--- src/rtl/osnt_gen_pkg.sv ---
// Shared definitions for the generator pipeline: rate-limiter FSM states and
// the guard bits that size the signed token counter.
package osnt_gen_pkg;

   typedef enum logic {
      IDLE   = 1'b0,
      IN_PKT = 1'b1
   } rl_state_e;

   // Two extra bits keep worst-case deficit plus full bucket representable.
   localparam int TOKEN_GUARD_W = 2;

   function automatic int token_w(input int cfg_w);
      return cfg_w + TOKEN_GUARD_W;
   endfunction

endpackage

--- src/rtl/packet_rate_limiter_popcount.sv ---
// Combinational byte counter: number of set strobe bits on a stream beat.
module strb_popcount #(
   parameter int STRB_W = 32,
   parameter int CNT_W  = $clog2(STRB_W + 1)
) (
   input  logic [STRB_W-1:0] strb_i,
   output logic [CNT_W-1:0]  cnt_o
);

   always_comb begin
      cnt_o = '0;
      for (int i = 0; i < STRB_W; i++) cnt_o = cnt_o + CNT_W'(strb_i[i]);
   end

endmodule

--- src/rtl/packet_rate_limiter.sv ---
// Token-bucket packet rate limiter: zero-latency pass-through stream gated at
// packet boundaries by a signed byte credit that may run into deficit.
module packet_rate_limiter
   import osnt_gen_pkg::*;
#(
   parameter int C_M_AXIS_DATA_WIDTH  = 256,
   parameter int C_S_AXIS_DATA_WIDTH  = 256,
   parameter int C_M_AXIS_TUSER_WIDTH = 128,
   parameter int C_S_AXIS_TUSER_WIDTH = 128,
   parameter int C_S_AXI_DATA_WIDTH   = 32
) (
   input  logic                                axi_aclk,
   input  logic                                axi_aresetn,
   input  logic [C_S_AXIS_DATA_WIDTH-1:0]      s_axis_tdata,
   input  logic [C_S_AXIS_DATA_WIDTH/8-1:0]    s_axis_tstrb,
   input  logic [C_S_AXIS_TUSER_WIDTH-1:0]     s_axis_tuser,
   input  logic                                s_axis_tvalid,
   input  logic                                s_axis_tlast,
   output logic                                s_axis_tready,
   output logic [C_M_AXIS_DATA_WIDTH-1:0]      m_axis_tdata,
   output logic [C_M_AXIS_DATA_WIDTH/8-1:0]    m_axis_tstrb,
   output logic [C_M_AXIS_TUSER_WIDTH-1:0]     m_axis_tuser,
   output logic                                m_axis_tvalid,
   output logic                                m_axis_tlast,
   input  logic                                m_axis_tready,
   input  logic                                sw_rst,
   input  logic                                rl_en,
   input  logic [C_S_AXI_DATA_WIDTH-1:0]       token_inc,
   input  logic [C_S_AXI_DATA_WIDTH-1:0]       bucket_max,
   output logic [C_S_AXI_DATA_WIDTH+1:0]       tokens
);

   localparam int TOKEN_W = token_w(C_S_AXI_DATA_WIDTH);
   localparam int STRB_W  = C_S_AXIS_DATA_WIDTH / 8;
   localparam int CNT_W   = $clog2(STRB_W + 1);
   localparam int SUM_W   = TOKEN_W + 1;

   rl_state_e                 state_q, state_d;
   logic signed [TOKEN_W-1:0] tokens_q, tokens_d;
   logic                      allow, accept;
   logic [CNT_W-1:0]          beat_bytes, debit;
   logic signed [SUM_W-1:0]   sum, cap;
   logic                      unused_inc_hi;

   assign m_axis_tdata  = s_axis_tdata;
   assign m_axis_tstrb  = s_axis_tstrb;
   assign m_axis_tuser  = s_axis_tuser;
   assign m_axis_tlast  = s_axis_tlast;
   assign tokens        = tokens_q;
   assign unused_inc_hi = ^token_inc[C_S_AXI_DATA_WIDTH-1:16];

   strb_popcount #(.STRB_W(STRB_W), .CNT_W(CNT_W)) u_popcnt (
      .strb_i (s_axis_tstrb),
      .cnt_o  (beat_bytes)
   );

   always_ff @(posedge axi_aclk or negedge axi_aresetn) begin
      if (!axi_aresetn) begin
         state_q  <= IDLE;
         tokens_q <= '0;
      end else begin
         state_q  <= state_d;
         tokens_q <= tokens_d;
      end
   end

   always_comb begin
      state_d = state_q;
      if (sw_rst)      state_d = IDLE;
      else if (accept) state_d = s_axis_tlast ? IDLE : IN_PKT;
   end

   // Credit is only consulted at a first beat; an open packet always flows.
   always_comb begin
      allow         = !rl_en || (state_q == IN_PKT) || !tokens_q[TOKEN_W-1];
      m_axis_tvalid = s_axis_tvalid & allow;
      s_axis_tready = m_axis_tready & allow;
   end

   assign accept = s_axis_tvalid & s_axis_tready;
   assign debit  = accept ? beat_bytes : '0;
   assign cap    = $signed({{(SUM_W-C_S_AXI_DATA_WIDTH){1'b0}}, bucket_max});
   assign sum    = $signed({tokens_q[TOKEN_W-1], tokens_q})
                 + $signed({{(SUM_W-16){1'b0}}, token_inc[15:0]})
                 - $signed({{(SUM_W-CNT_W){1'b0}}, debit});

   always_comb begin
      tokens_d = tokens_q;
      if (sw_rst)         tokens_d = '0;
      else if (!rl_en)    tokens_d = cap[TOKEN_W-1:0];
      else if (sum > cap) tokens_d = cap[TOKEN_W-1:0];
      else                tokens_d = sum[TOKEN_W-1:0];
   end

endmodule
--- config.mk ---
export PLATFORM = sky130hd
export DESIGN_NAME = packet_rate_limiter
export DESIGN_NICKNAME = d
export VERILOG_FILES = /design/src/rtl/osnt_gen_pkg.sv /design/src/rtl/packet_rate_limiter_popcount.sv /design/src/rtl/packet_rate_limiter.sv
export SDC_FILE = /design/constraint.sdc
export NUM_CORES = 1
export LEC_CHECK = 0
export ABC_CLOCK_PERIOD_IN_PS = 6700
export BUFFER_PORTS_ARGS = -buffer_cell sky130_fd_sc_hd__buf_2
export CAP_MARGIN = 30
export CORE_AREA = 2 2 361 363
export DETAILED_ROUTE_END_ITERATION = 16
export DIE_AREA = 0 0 363 365
export PLACE_DENSITY_LB_ADDON = 0.1
export SLEW_MARGIN = 20
export SYNTH_ARGS = -nofsm -noshare
export SYNTH_HDL_FRONTEND = slang
export SYNTH_SLANG_ARGS = --single-unit
--- constraint.sdc ---
create_clock -name axi_aclk -period 6.7 [get_ports axi_aclk]
set_input_delay 1.34 -clock axi_aclk [delete_from_list [all_inputs] [get_ports axi_aclk]]
set_output_delay 1.34 -clock axi_aclk [all_outputs]
set_load 0.02 [all_outputs]
; ---- Word-level counts from Yosys, hierarchy flattened
; Index checks and enable logic that the tools add are counted.
[totals]
ff_bits = 35
inputBits = 487
out_inout_bits = 453
elab_cells = 51
[classes]
n_addsub = 33
order_cmp = 1
mux = 7
bitwise = 3
n_reduce_logical = 5
[ops]
columns = operator, count
row1 = adder 6 x 1 -> 6 bit, 30
row2 = two-way mux 34 bit, 3
row3 = adder 34 x 17 -> 35 bit, 1
row4 = > comparator 35 x 33 -> 1 bit, 1
row5 = subtractor 35 x 7 -> 35 bit, 1
row6 = two-way mux 6 bit, 1
row7 = AND 1 bit, 3
row8 = two-way mux 1 bit, 3
row9 = adder 1 x 1 -> 2 bit, 1
row10 = logical NOT 1 bit, 2
row11 = logical OR 1 bit, 2
row12 = nonzero test 2 bit, 1

; ---- Depth between registers and ports, before layout
; Gate-level depths: netlist of run 1.
[logic_depth]
word_depth = 37
ltp_mapped = 40
ltp_nobuf = 39

; ---- Cells and area by module
; A second synthesis of run 1 with hierarchy kept.
[hier_totals]
cells_unflattened = 1155
hier_area_um2 = 9054.9
[by_module_without_submodules]
columns = module, n_inst, cells_each, area_per_inst_um2, seq_area_each_um2
row1 = packet_rate_limiter, 1, 1065, 8171.6, 875.8
row2 = strb_popcount, 1, 90, 883.3, 0.0

; ---- Worst setup path after synthesis of run 1
; Ideal clock, no wire load.
[synth_timing]
kind = input to register
startpoint = input port s_axis_tstrb[0]
endpoint = register tokens_q[17] (netlist: tokens[17])
setup_ns = 0.096
arrival_ns = 9.994
required_time_ns = 6.604
setup_slack_ns = -3.389
stages = 34
n_path_buf = 1
cell_sequence = ha_1 inv_1 fa_1 fa_1 fa_1 fa_1 fa_1 fa_1 fa_1 fa_1 inv_1 a21o_1 a21oi_1 xor2_1 nor2_1 fa_1 inv_1 ha_1 o211ai_1 o21a_1 a2111o_1 a311o_1 a21oi_1 xor2_1 ha_1 nand4_1 o21ai_0 o221a_2 o31ai_1 a31oi_1 o41ai_4 o221ai_4 buf_6 a311oi_2
[synth_via]
elab_chain_cells = 37
[synth_lines]
columns = item, line
row1 = from (decl), packet_rate_limiter.sv:15  ; input logic [C_S_AXIS_DATA_WIDTH/8-1:0] s_axis_tstrb,
row2 = adder 1 x 1 -> 2 bit (*), packet_rate_limiter_popcount.sv:12  ; for (int i = 0; i < STRB_W; i++) cnt_o = cnt_o + CNT_W'(strb_i[i]);
row3 = adder 6 x 1 -> 6 bit (*) (30 in series), packet_rate_limiter_popcount.sv:12
row4 = two-way mux 6 bit (*), packet_rate_limiter.sv:81  ; assign debit = accept ? beat_bytes : '0;
row5 = subtractor 35 x 7 -> 35 bit (*), packet_rate_limiter.sv:85  ; - $signed({{(SUM_W-CNT_W){1'b0}}, debit});
row6 = > comparator 35 x 33 -> 1 bit, packet_rate_limiter.sv:91  ; else if (sum > cap) tokens_d = cap[TOKEN_W-1:0];
row7 = two-way mux 34 bit (*), packet_rate_limiter.sv:91
row8 = two-way mux 34 bit (*), packet_rate_limiter.sv:90  ; else if (!rl_en) tokens_d = cap[TOKEN_W-1:0];
row9 = two-way mux 34 bit (*), packet_rate_limiter.sv:89  ; if (sw_rst) tokens_d = '0;
row10 = via tokens_d[17], packet_rate_limiter.sv:39  ; logic signed [TOKEN_W-1:0] tokens_q, tokens_d;
row11 = to (signal assigned), packet_rate_limiter.sv:63  ; tokens_q <= tokens_d;
row12 = to (decl), packet_rate_limiter.sv:39
; The timed path passes the listed nets; every way through them passes the cells marked *.
; A chain may end at the register's enable or synchronous reset.

; ---- Worst setup path after layout of run 1
[layout_timing]
startpoint = input port s_axis_tstrb[1]
endpoint = register tokens_q[2] (netlist: tokens[2])
; Same word-level chain as after synthesis.

==> results of run 1 <==
==> synth_stat cells (all sizes together), types with 5 or more instances <==
library cell and number:
buf 432, inv 169, ha 85, a21oi 79, o21ai 41, nand3 36
nor2 36, dfrtp 35, fa 30, nand2 26, xnor2 19, a21o 17
nand4 12, xor2 12, nor3 10, clkbuf 8, a211oi 7, and2 7
o21a 7, a31oi 6, a311oi 5, a31o 5
==> power breakdown <==
part / internal (mW) / switching (mW) / leakage, nW
logic: 3.18 / 3.40 / 3.94
clock network: 0.139 / 0.129 / 0.0679
registers: 0.292 / 0.0878 / 0.456
total: 3.61 / 3.62 / 4.46
==> layout make-up <==
class,count,area (µm²)
multi-input cells,497,4473
inverters,169,634.4
fillers,15036,118500
flip-flops and latches,35,875.8
well taps,1675,2096
clock buffers,7,132.6
diodes,2,5.005
clock inverters,1,5.005
repair buffers,284,1982
==> sequential cells by signal (all words and copies together) (netlist names) <==
| name | count |
|---|---|
| tokens | 34 |
| state_q | 1 |
==> critical path: cells and delay by family <==
kind | cells | cell delay (ns)
AO/OA/AOI/OAI | 14 | 3.09
XOR/XNOR | 2 | 0.31
adder cells (fa/ha/maj) | 12 | 4.90
buffers and inverters | 6 | 0.58
AND/OR/NAND/NOR | 2 | 0.19
==> stage by stage <==
stage          setup slack (ns)  util, %  hold WS (ns)
2_1_floorplan            -2.941        -        0.4714
3_3_place_gp             -4.460    7.205        0.5047
3_5_place_dp             -4.368    7.205        0.5246
4_1_cts                  -3.626    7.708        0.5396
5_1_grt                  -3.859    7.929        0.5830
6_report                 -3.509    7.931        0.5208
==> per-layer routing <==
metal  track usage, %  share of wire [%]  up-vias
met3            2.117                7.4      190
met2            10.90                 50      312
li1                 -                  -     2994
met5                0               0.18        -
met1            6.213                 38     3032
met4            2.864                4.6       12
==> worst max-delay path by stage <==
stage | end | cells after the start | slack [ns]
6_report | tokens[2] | 36 | -3.51
4_1_cts | tokens[9] | 38 | -3.63
5_1_grt | tokens[2] | 36 | -3.86
3_5_place_dp | tokens[14] | 39 | -4.37
2_1_floorplan | tokens[17] | 34 | -2.94
3_3_place_gp | tokens[14] | 39 | -4.46
==> kinds of logic after synthesis <==
group	Yosys count
AO/OA/AOI/OAI	196
buffers and inverters	610
XOR/XNOR	31
AND/OR/NAND/NOR	154
adder cells (fa/ha/maj)	115
flip-flops	35
==> timing repair <==
action,CTS,global route
pin swaps,19,35
hold buffers,0,0
buffers inserted,22,10
gates cloned,2,0
gates resized for setup,60,54
endpoints found under the setup margin,34,34
==> impl_metrics.csv, run 1 <==
group,metric,value,unit
critical_path,cp-startpoint,"s_axis_tstrb[1]",
critical_path,critPathMostFrequentCell,"sky130_fd_sc_hd__fa_1",
sta,finalSetupViolations,34,
yosys,synth_xor_xnor_area_share,3.087,%
placed_design,finalWeightedCongestion,0.6740,
finish,area_delta_synth_final,16.02,%
floorplanning,die_h,365,µm
clock_tree,cts_sinks,35,
power,worst_ir_drop_vdd,200.7,µV
yosys,register_bit_count_reported_by_yosys,35,
critical_path,crit_path_max_fanout,6,
global_route,globalRouteOverflowTotal,0,
power,leakage,4.464,nW
yosys,yosysUniqueCellTypes,63,
yosys,summed_instance_area_of_the_synthesized_netlist,8795,µm²
detailed_routing,vias,6540,
sta,setup_repair_after_global_routing_missed_its_margin,"yes",
sta,fin_skew,0.01588,ns
clock_tree,cts_tree,"built",
yosys,yosys.area.top_type,"sky130_fd_sc_hd__buf_4",
global_route,grt_pass1_vias,7384,
finish,fin_nets,1594,
yosys,compound_gate_fraction_of_synth_area,14.64,%
critical_path,critical_path.reg2reg.startpoint,"state_q",
detailed_routing,viasPerCell,2.449,
floorplanning,die-width,363,µm
sta,slew_headroom,38.46,%
placed_design,dpl.cell_count,2630,
clock_tree,cts_max_path_buffers,2,
critical_path,cp_data_required_time,6.92,ns
critical_path,worstReg2RegEnd,"tokens[2]",
yosys,synth_fa_ha_area_share,18.92,%
finish,layout.cell_area.non_filler,10200,µm²
clock_tree,insertion_delay,0.33,ns
critical_path,critical_path.endpoint_type,"flip-flop",
yosys,seq_area_frac_synth,9.959,%
yosys,netlist_instances,1141,
floorplanning,floorplan.initialDensity,6.836,%
sta,post-route-period-util,152.4,%
sta,setup_tns,-113.86,ns
clock_tree,htree_levels,2,
yosys,synth_top_cells_by_area,"sky130_fd_sc_hd__buf_4 36%, sky130_fd_sc_hd__ha_1 12%, sky130_fd_sc_hd__dfrtp_1 10%",
critical_path,arrival_worst_endpoint,10.43,ns
status,run_status,"complete, but fails checks",
global_route,grt_usage,6.037,%
sta,final_period_minus_worst_setup_slack,10.21,ns
detailed_routing,drc,0,
placed_design,detailed_place_hpwl,34440,µm
detailed_routing,routed_wirelength,40590,µm
min_path,kind_of_path_behind_the_tightest_hold_check,"reg -> reg",
finish,final_cell_count_no_fill,2670,
detailed_routing,drt.antenna.violating_nets,0,
yosys,synth_fp_nets,1743,
critical_path,worstRegToRegCells,25,
sta,finalHoldViolations,0,
global_route,antenna_violations_before_repair,17,
critical_path,regToRegSetupSlack,0.60,ns
critical_path,cp_slowest_stage_delay,0.54,ns
yosys,synth_edf_count,0,
placed_design,placed_area,9270,µm²
job,maxcap_viol_count,0,
yosys,async_flop_share,100.0,%
yosys,synth-simple-area-share,8.735,%
finish,most_frequent_standard_cell_in_the_layout_excluding_fill_and_tap_cells,"sky130_fd_sc_hd__inv_1",
sta,fmax,97.96,MHz
detailed_routing,wire_per_inst,15.20,µm
global_route,maximum_number_of_pins_on_one_net_before_global_route_repair,37,
floorplanning,boundaryPins,940,
min_path,hold_depth,2,
yosys,synth_top_area_share,36.28,%
sta,tightest_slew,0.9161,ns
critical_path,crit_slowest_cell,"sky130_fd_sc_hd__fa_1",
yosys,yosys_most_used_dff,"sky130_fd_sc_hd__dfrtp_1",
clock_tree,tritoncts.num_buffers,5,
status,violated_checks,"setup timing",
finish,layout.cells.most_common_list,"166 x sky130_fd_sc_hd__inv_1, 153 x sky130_fd_sc_hd__buf_2, 101 x sky130_fd_sc_hd__buf_4, 80 x sky130_fd_sc_hd__ha_1, 64 x sky130_fd_sc_hd__a21oi_1",
floorplanning,die_area,132500,µm²
sta,slew_violations,0,
finish,drive_gt1_share,38.87,%
sta,layout_setup_ws,-3.509,ns
placed_design,place.port_buffers,155,
critical_path,path_class,"in -> reg",
global_route,wire_length_of_the_first_global_routing_pass,55740,µm
floorplanning,core_area,128700,µm²
power,power.density,708.2,nW/µm²
power,total_power,7.226,mW
detailed_routing,first_iter_violations,197,
min_path,hp-start,"state_q",
floorplanning,core.rowCount,132,
min_path,worstHoldEndpoint,"state_q",
detailed_routing,first_pass_iters,4,
clock_tree,cts.clk_slew.worst_paths,0.07,ns
yosys,avgSynthCellArea,7.708,µm²
yosys,largest_family_of_logic_cells_by_synthesized_area,"buffers and inverters",
critical_path,worst_setup_path_start_kind,"primary input",
yosys,ys.warnings.count,0,
yosys,synth.area.mux_share,0,%
clock_tree,root_buffer,"sky130_fd_sc_hd__clkbuf_16",
(Power assumes the default switching activity.)
==> run 2, diff against run 1 <==
CTS_BUF_LIST = sky130_fd_sc_hd__clkbuf_16   (was unset)
==> impl_metrics.csv, run 2 (synthesis gave the netlist of run 1 again) <==
group,metric,value,unit
finish,most_frequent_standard_cell_in_the_layout_excluding_fill_and_tap_cells,"sky130_fd_sc_hd__inv_1",
finish,layout.cell_area.non_filler,10200,µm²
global_route,grt_usage,6.035,%
power,leakage,4.472,nW
sta,finalSetupViolations,34,
floorplanning,boundaryPins,940,
power,power.density,708.0,nW/µm²
critical_path,worst_setup_path_start_kind,"primary input",
critical_path,regToRegSetupSlack,0.59,ns
critical_path,worst-path-buf-inv,6,
detailed_routing,first_iter_violations,203,
power,worst_ir_drop_vdd,200.6,µV
placed_design,finalWeightedCongestion,0.6740,
detailed_routing,routed_wirelength,40620,µm
detailed_routing,drc,0,
status,violated_checks,"setup timing",
finish,area_delta_synth_final,16.02,%
min_path,kind_of_path_behind_the_tightest_hold_check,"reg -> reg",
sta,tightest_slew,0.9203,ns
status,run_status,"complete, but fails checks",
sta,post-route-period-util,152.5,%
floorplanning,core_area,128700,µm²
placed_design,dpl.cell_count,2630,
clock_tree,insertion_delay,0.33,ns
detailed_routing,first_pass_iters,4,
sta,setup_tns,-114.04,ns
clock_tree,root_buffer,"sky130_fd_sc_hd__clkbuf_16",
detailed_routing,viasPerCell,2.452,
finish,final-seq-area,875.8,µm²
critical_path,cp_slowest_stage_delay,0.54,ns
floorplanning,die_area,132500,µm²
detailed_routing,drt.antenna.violating_nets,0,
floorplanning,floorplan.initialDensity,6.836,%
detailed_routing,wire_per_inst,15.21,µm
detailed_routing,vias,6546,
finish,multi_input_combinational_cell_area,4473,µm²
clock_tree,cts.clk_slew.worst_paths,0.07,ns
floorplanning,die_h,365,µm
sta,slew_violations,0,
critical_path,arrival_worst_endpoint,10.43,ns
global_route,grt_pass1_vias,7383,
sta,setup_repair_after_global_routing_missed_its_margin,"yes",
finish,largest_reg_flops,34,
clock_tree,htree_levels,2,
global_route,globalRouteOverflowTotal,0,
sta,finalHoldViolations,0,
critical_path,crit_slowest_cell,"sky130_fd_sc_hd__fa_1",
critical_path,cp_data_required_time,6.92,ns
placed_design,dpl_worst_slack,-4.368,ns
finish,nFillCells,15036,
floorplanning,core.rowCount,132,
critical_path,path_delay_family,"adder cells",
sta,fmax,97.90,MHz
finish,drive_gt1_share,38.87,%
placed_design,place.port_buffers,155,
job,maxcap_viol_count,0,
critical_path,path_class,"in -> reg",
clock_tree,cts_max_path_buffers,2,
sta,fin_skew,0.01382,ns
clock_tree,cts_sinks,35,
finish,final_cell_count_no_fill,2670,
global_route,wire_length_of_the_first_global_routing_pass,55720,µm
critical_path,crit_path_max_fanout,6,
floorplanning,die-width,363,µm
sta,slew_headroom,38.18,%
finish,layout.cells.most_common_list,"168 x sky130_fd_sc_hd__inv_1, 153 x sky130_fd_sc_hd__buf_2, 101 x sky130_fd_sc_hd__buf_4, 80 x sky130_fd_sc_hd__ha_1, 64 x sky130_fd_sc_hd__a21oi_1",
placed_design,placed_area,9270,µm²
critical_path,critical_path.endpoint_type,"flip-flop",
placed_design,detailed_place_hpwl,34440,µm
clock_tree,cts_tree,"built",
sta,layout_setup_ws,-3.514,ns
critical_path,critPathMostFrequentCell,"sky130_fd_sc_hd__fa_1",
global_route,maximum_number_of_pins_on_one_net_before_global_route_repair,37,
global_route,antenna_violations_before_repair,17,
sta,final_period_minus_worst_setup_slack,10.21,ns
finish,fin_nets,1594,
clock_tree,tritoncts.num_buffers,5,
## run 2: worst register-to-register path: cells and delay by family, from the launching register on
kind            cells  cell delay [ns]
buf+inv             3             0.42
xor+xnor            1             0.15
flops               1             0.38
compound gates     13             2.93
simple gates        5             0.94
fa+ha+maj           3             1.20
## run 2: metrics by stage
stage | util (%) | total power [mW] | hold WS, ns
global route | 7.929 | 8.081 | 0.5830
floorplan | - | 4.081 | 0.4714
detailed placement | 7.205 | 6.218 | 0.5246
global placement | 7.205 | 6.325 | 0.5047
finish | 7.931 | 7.224 | 0.5208
CTS | 7.708 | 7.133 | 0.5396
## run 2: what timing repair did
action	4_1_cts	5_1_grt
hold endpoints to repair	0	0
setup endpoints to repair	34	34
gates cloned	2	0
buffers inserted	22	10
gates resized for setup	60	54
pin swaps	19	35
hold buffers	0	0
## run 2: report_power, final
part	internal, mW	switching (mW)	total [mW]
registers	0.292	0.0880	0.380
logic	3.18	3.40	6.58
clock network	0.136	0.129	0.265
## run 2: worst paths after layout
| check | startpoint | endpoint | cells after the start |
|---|---|---|---|
| min reg2reg | state_q | state_q | 2 |
| min in group asynchronous | axi_aresetn | tokens[1] | 2 |
| min | state_q | state_q | 2 |
| max reg2reg | state_q | tokens[2] | 25 |
| max in group asynchronous | axi_aresetn | tokens[15] | 2 |
| max | s_axis_tstrb[1] | tokens[2] | 36 |
## run 2: metal layers
| metal | vias up | GRT usage (%) | wire length, µm |
|---|---|---|---|
| met5 | - | 0 | 72 |
| met4 | 12 | 2.864 | 1855 |
| met3 | 190 | 2.117 | 3071 |
| met2 | 309 | 10.89 | 20380 |
| met1 | 3041 | 6.222 | 15240 |
| li1 | 2994 | - | - |
## run 2: layout make-up
class / count / area share (%)
Antenna cell: 2 / 0.04905
Clock buffer: 5 / 1.226
Inverter: 169 / 6.217
Sequential cell: 35 / 8.584
Multi-Input combinational cell: 497 / 43.84
Clock inverter: 3 / 0.1226
Timing Repair Buffer: 284 / 19.42
Tap cell: 1675 / 20.54
==> run 3, diff against run 2 <==
BUFFER_PORTS_ARGS = -buffer_cell sky130_fd_sc_hd__buf_4   (was -buffer_cell sky130_fd_sc_hd__buf_2)
CTS_BUF_LIST = sky130_fd_sc_hd__clkbuf_4 sky130_fd_sc_hd__clkbuf_8 sky130_fd_sc_hd__clkbuf_16   (was sky130_fd_sc_hd__clkbuf_16)
==> impl_metrics.csv, run 3 (synthesis gave the netlist of run 1 again) <==
group,metric,value,unit
global_route,globalRouteOverflowTotal,0,
critical_path,cp_data_required_time,6.88,ns
detailed_routing,drt.antenna.violating_nets,0,
placed_design,placed_area,9851,µm²
finish,largest_reg_flops,34,
status,violated_checks,"setup timing",
sta,layout_setup_ws,-3.494,ns
finish,layout.cell_area.non_filler,10570,µm²
sta,post-route-period-util,152.1,%
power,leakage,4.616,nW
clock_tree,cts_tree,"built",
global_route,antenna_violations_before_repair,9,
finish,fin_nets,1607,
clock_tree,root_buffer,"sky130_fd_sc_hd__clkbuf_16",
detailed_routing,vias,6554,
sta,setup_repair_after_global_routing_missed_its_margin,"yes",
sta,fmax,98.10,MHz
clock_tree,cts_sinks,35,
clock_tree,cts_max_path_buffers,2,
sta,slew_headroom,48.50,%
critical_path,crit_path_max_fanout,8,
min_path,kind_of_path_behind_the_tightest_hold_check,"reg -> reg",
critical_path,worst_setup_path_start_kind,"primary input",
placed_design,detailed_place_hpwl,35280,µm
clock_tree,cts.clk_slew.worst_paths,0.06,ns
sta,fin_skew,0.008519,ns
power,worst_ir_drop_vdd,161.5,µV
detailed_routing,first_pass_iters,4,
global_route,grt_usage,6.059,%
sta,setup_tns,-114.40,ns
critical_path,critPathMostFrequentCell,"sky130_fd_sc_hd__fa_1",
finish,area_delta_synth_final,20.16,%
detailed_routing,routed_wirelength,40820,µm
placed_design,place.port_buffers,155,
floorplanning,die_h,365,µm
finish,postLayoutCoreUtil,8.214,%
clock_tree,htree_levels,2,
global_route,wire_length_of_the_first_global_routing_pass,56260,µm
critical_path,arrival_worst_endpoint,10.37,ns
sta,tightest_slew,0.7654,ns
critical_path,path_class,"in -> reg",
detailed_routing,drc,0,
clock_tree,tritoncts.num_buffers,5,
detailed_routing,wire_per_inst,15.23,µm
global_route,grt_pass1_vias,7515,
floorplanning,core.rowCount,132,
sta,finalSetupViolations,34,
finish,drive_gt1_share,38.75,%
detailed_routing,first_iter_violations,172,
finish,final_cell_count_no_fill,2680,
critical_path,cp_slowest_stage_delay,0.55,ns
power,total_power,7.270,mW
placed_design,dpl_worst_slack,-4.413,ns
sta,fin_worst_hold_slack,0.5105,ns
job,maxcap_viol_count,0,
finish,most_frequent_standard_cell_in_the_layout_excluding_fill_and_tap_cells,"sky130_fd_sc_hd__buf_4",
floorplanning,die_area,132500,µm²
clock_tree,insertion_delay,0.32,ns
critical_path,crit_slowest_cell,"sky130_fd_sc_hd__fa_1",
floorplanning,floorplan.initialDensity,6.836,%
power,power.density,688.0,nW/µm²
status,run_status,"complete, but fails checks",
finish,nFillCells,15010,
clock_tree,hold_buffers,0,
sta,final_period_minus_worst_setup_slack,10.19,ns
finish,layout.cells.most_common_list,"278 x sky130_fd_sc_hd__buf_4, 166 x sky130_fd_sc_hd__inv_1, 81 x sky130_fd_sc_hd__ha_1, 62 x sky130_fd_sc_hd__a21oi_1, 35 x sky130_fd_sc_hd__dfrtp_1",
floorplanning,die-width,363,µm
placed_design,dpl.cell_count,2654,
detailed_routing,viasPerCell,2.446,
global_route,maximum_number_of_pins_on_one_net_before_global_route_repair,37,
floorplanning,core_area,128700,µm²
floorplanning,boundaryPins,940,
critical_path,critical_path.endpoint_type,"flip-flop",
sta,slew_violations,0,
placed_design,finalWeightedCongestion,0.6522,
sta,finalHoldViolations,0,
==> run 3: repair_timing <==
item	4_1_cts	5_1_grt
pin swaps	9	24
setup endpoints to repair	34	34
gates cloned	1	1
resized for setup	31	50
buffers inserted	9	8
==> run 3: critical path, delay by kind of cell <==
family	cells	cell delay, ns
fa+ha+maj	12	5.28
compound gates	13	2.49
buf+inv	6	0.76
xor+xnor	1	0.17
simple gates	3	0.29
==> run 3: worst paths after layout <==
| check | from | end | slack [ns] | cells past startpoint |
|---|---|---|---|---|
| max | s_axis_tstrb[0] | tokens[1] | -3.49 | 35 |
| min | state_q | state_q | 0.51 | 2 |
| max reg2reg | state_q | tokens[1] | 0.72 | 28 |
| min reg2reg | state_q | state_q | 0.51 | 2 |
| max in group asynchronous | axi_aresetn | tokens[11] | 5.22 | 1 |
| min in group asynchronous | axi_aresetn | tokens[1] | 1.04 | 1 |
==> run 3: where the power goes <==
part	leakage (nW)	switching [mW]	total [mW]	internal (mW)
Sequential	0.456	0.0940	0.386	0.292
Clock	0.0662	0.118	0.257	0.139
Combinational	4.09	3.38	6.63	3.25
==> run 3: layout make-up <==
class / count / area (µm²) / area share (%)
repair buffers: 298 / 2437 / 23.06
clock buffers: 6 / 132.6 / 1.255
well taps: 1675 / 2096 / 19.83
multi-input cells: 496 / 4389 / 41.53
flip-flops and latches: 35 / 875.8 / 8.288
diodes: 1 / 2.502 / 0.02368
inverters: 169 / 634.4 / 6.003
==> run 3: layer usage <==
layer | global-route usage [%] | routed length, µm | vias up
met5 | 0 | 62 | -
met4 | 2.734 | 1706 | 10
met3 | 2.210 | 3071 | 174
met2 | 10.88 | 20560 | 309
met1 | 6.287 | 15420 | 3046
li1 | - | - | 3015
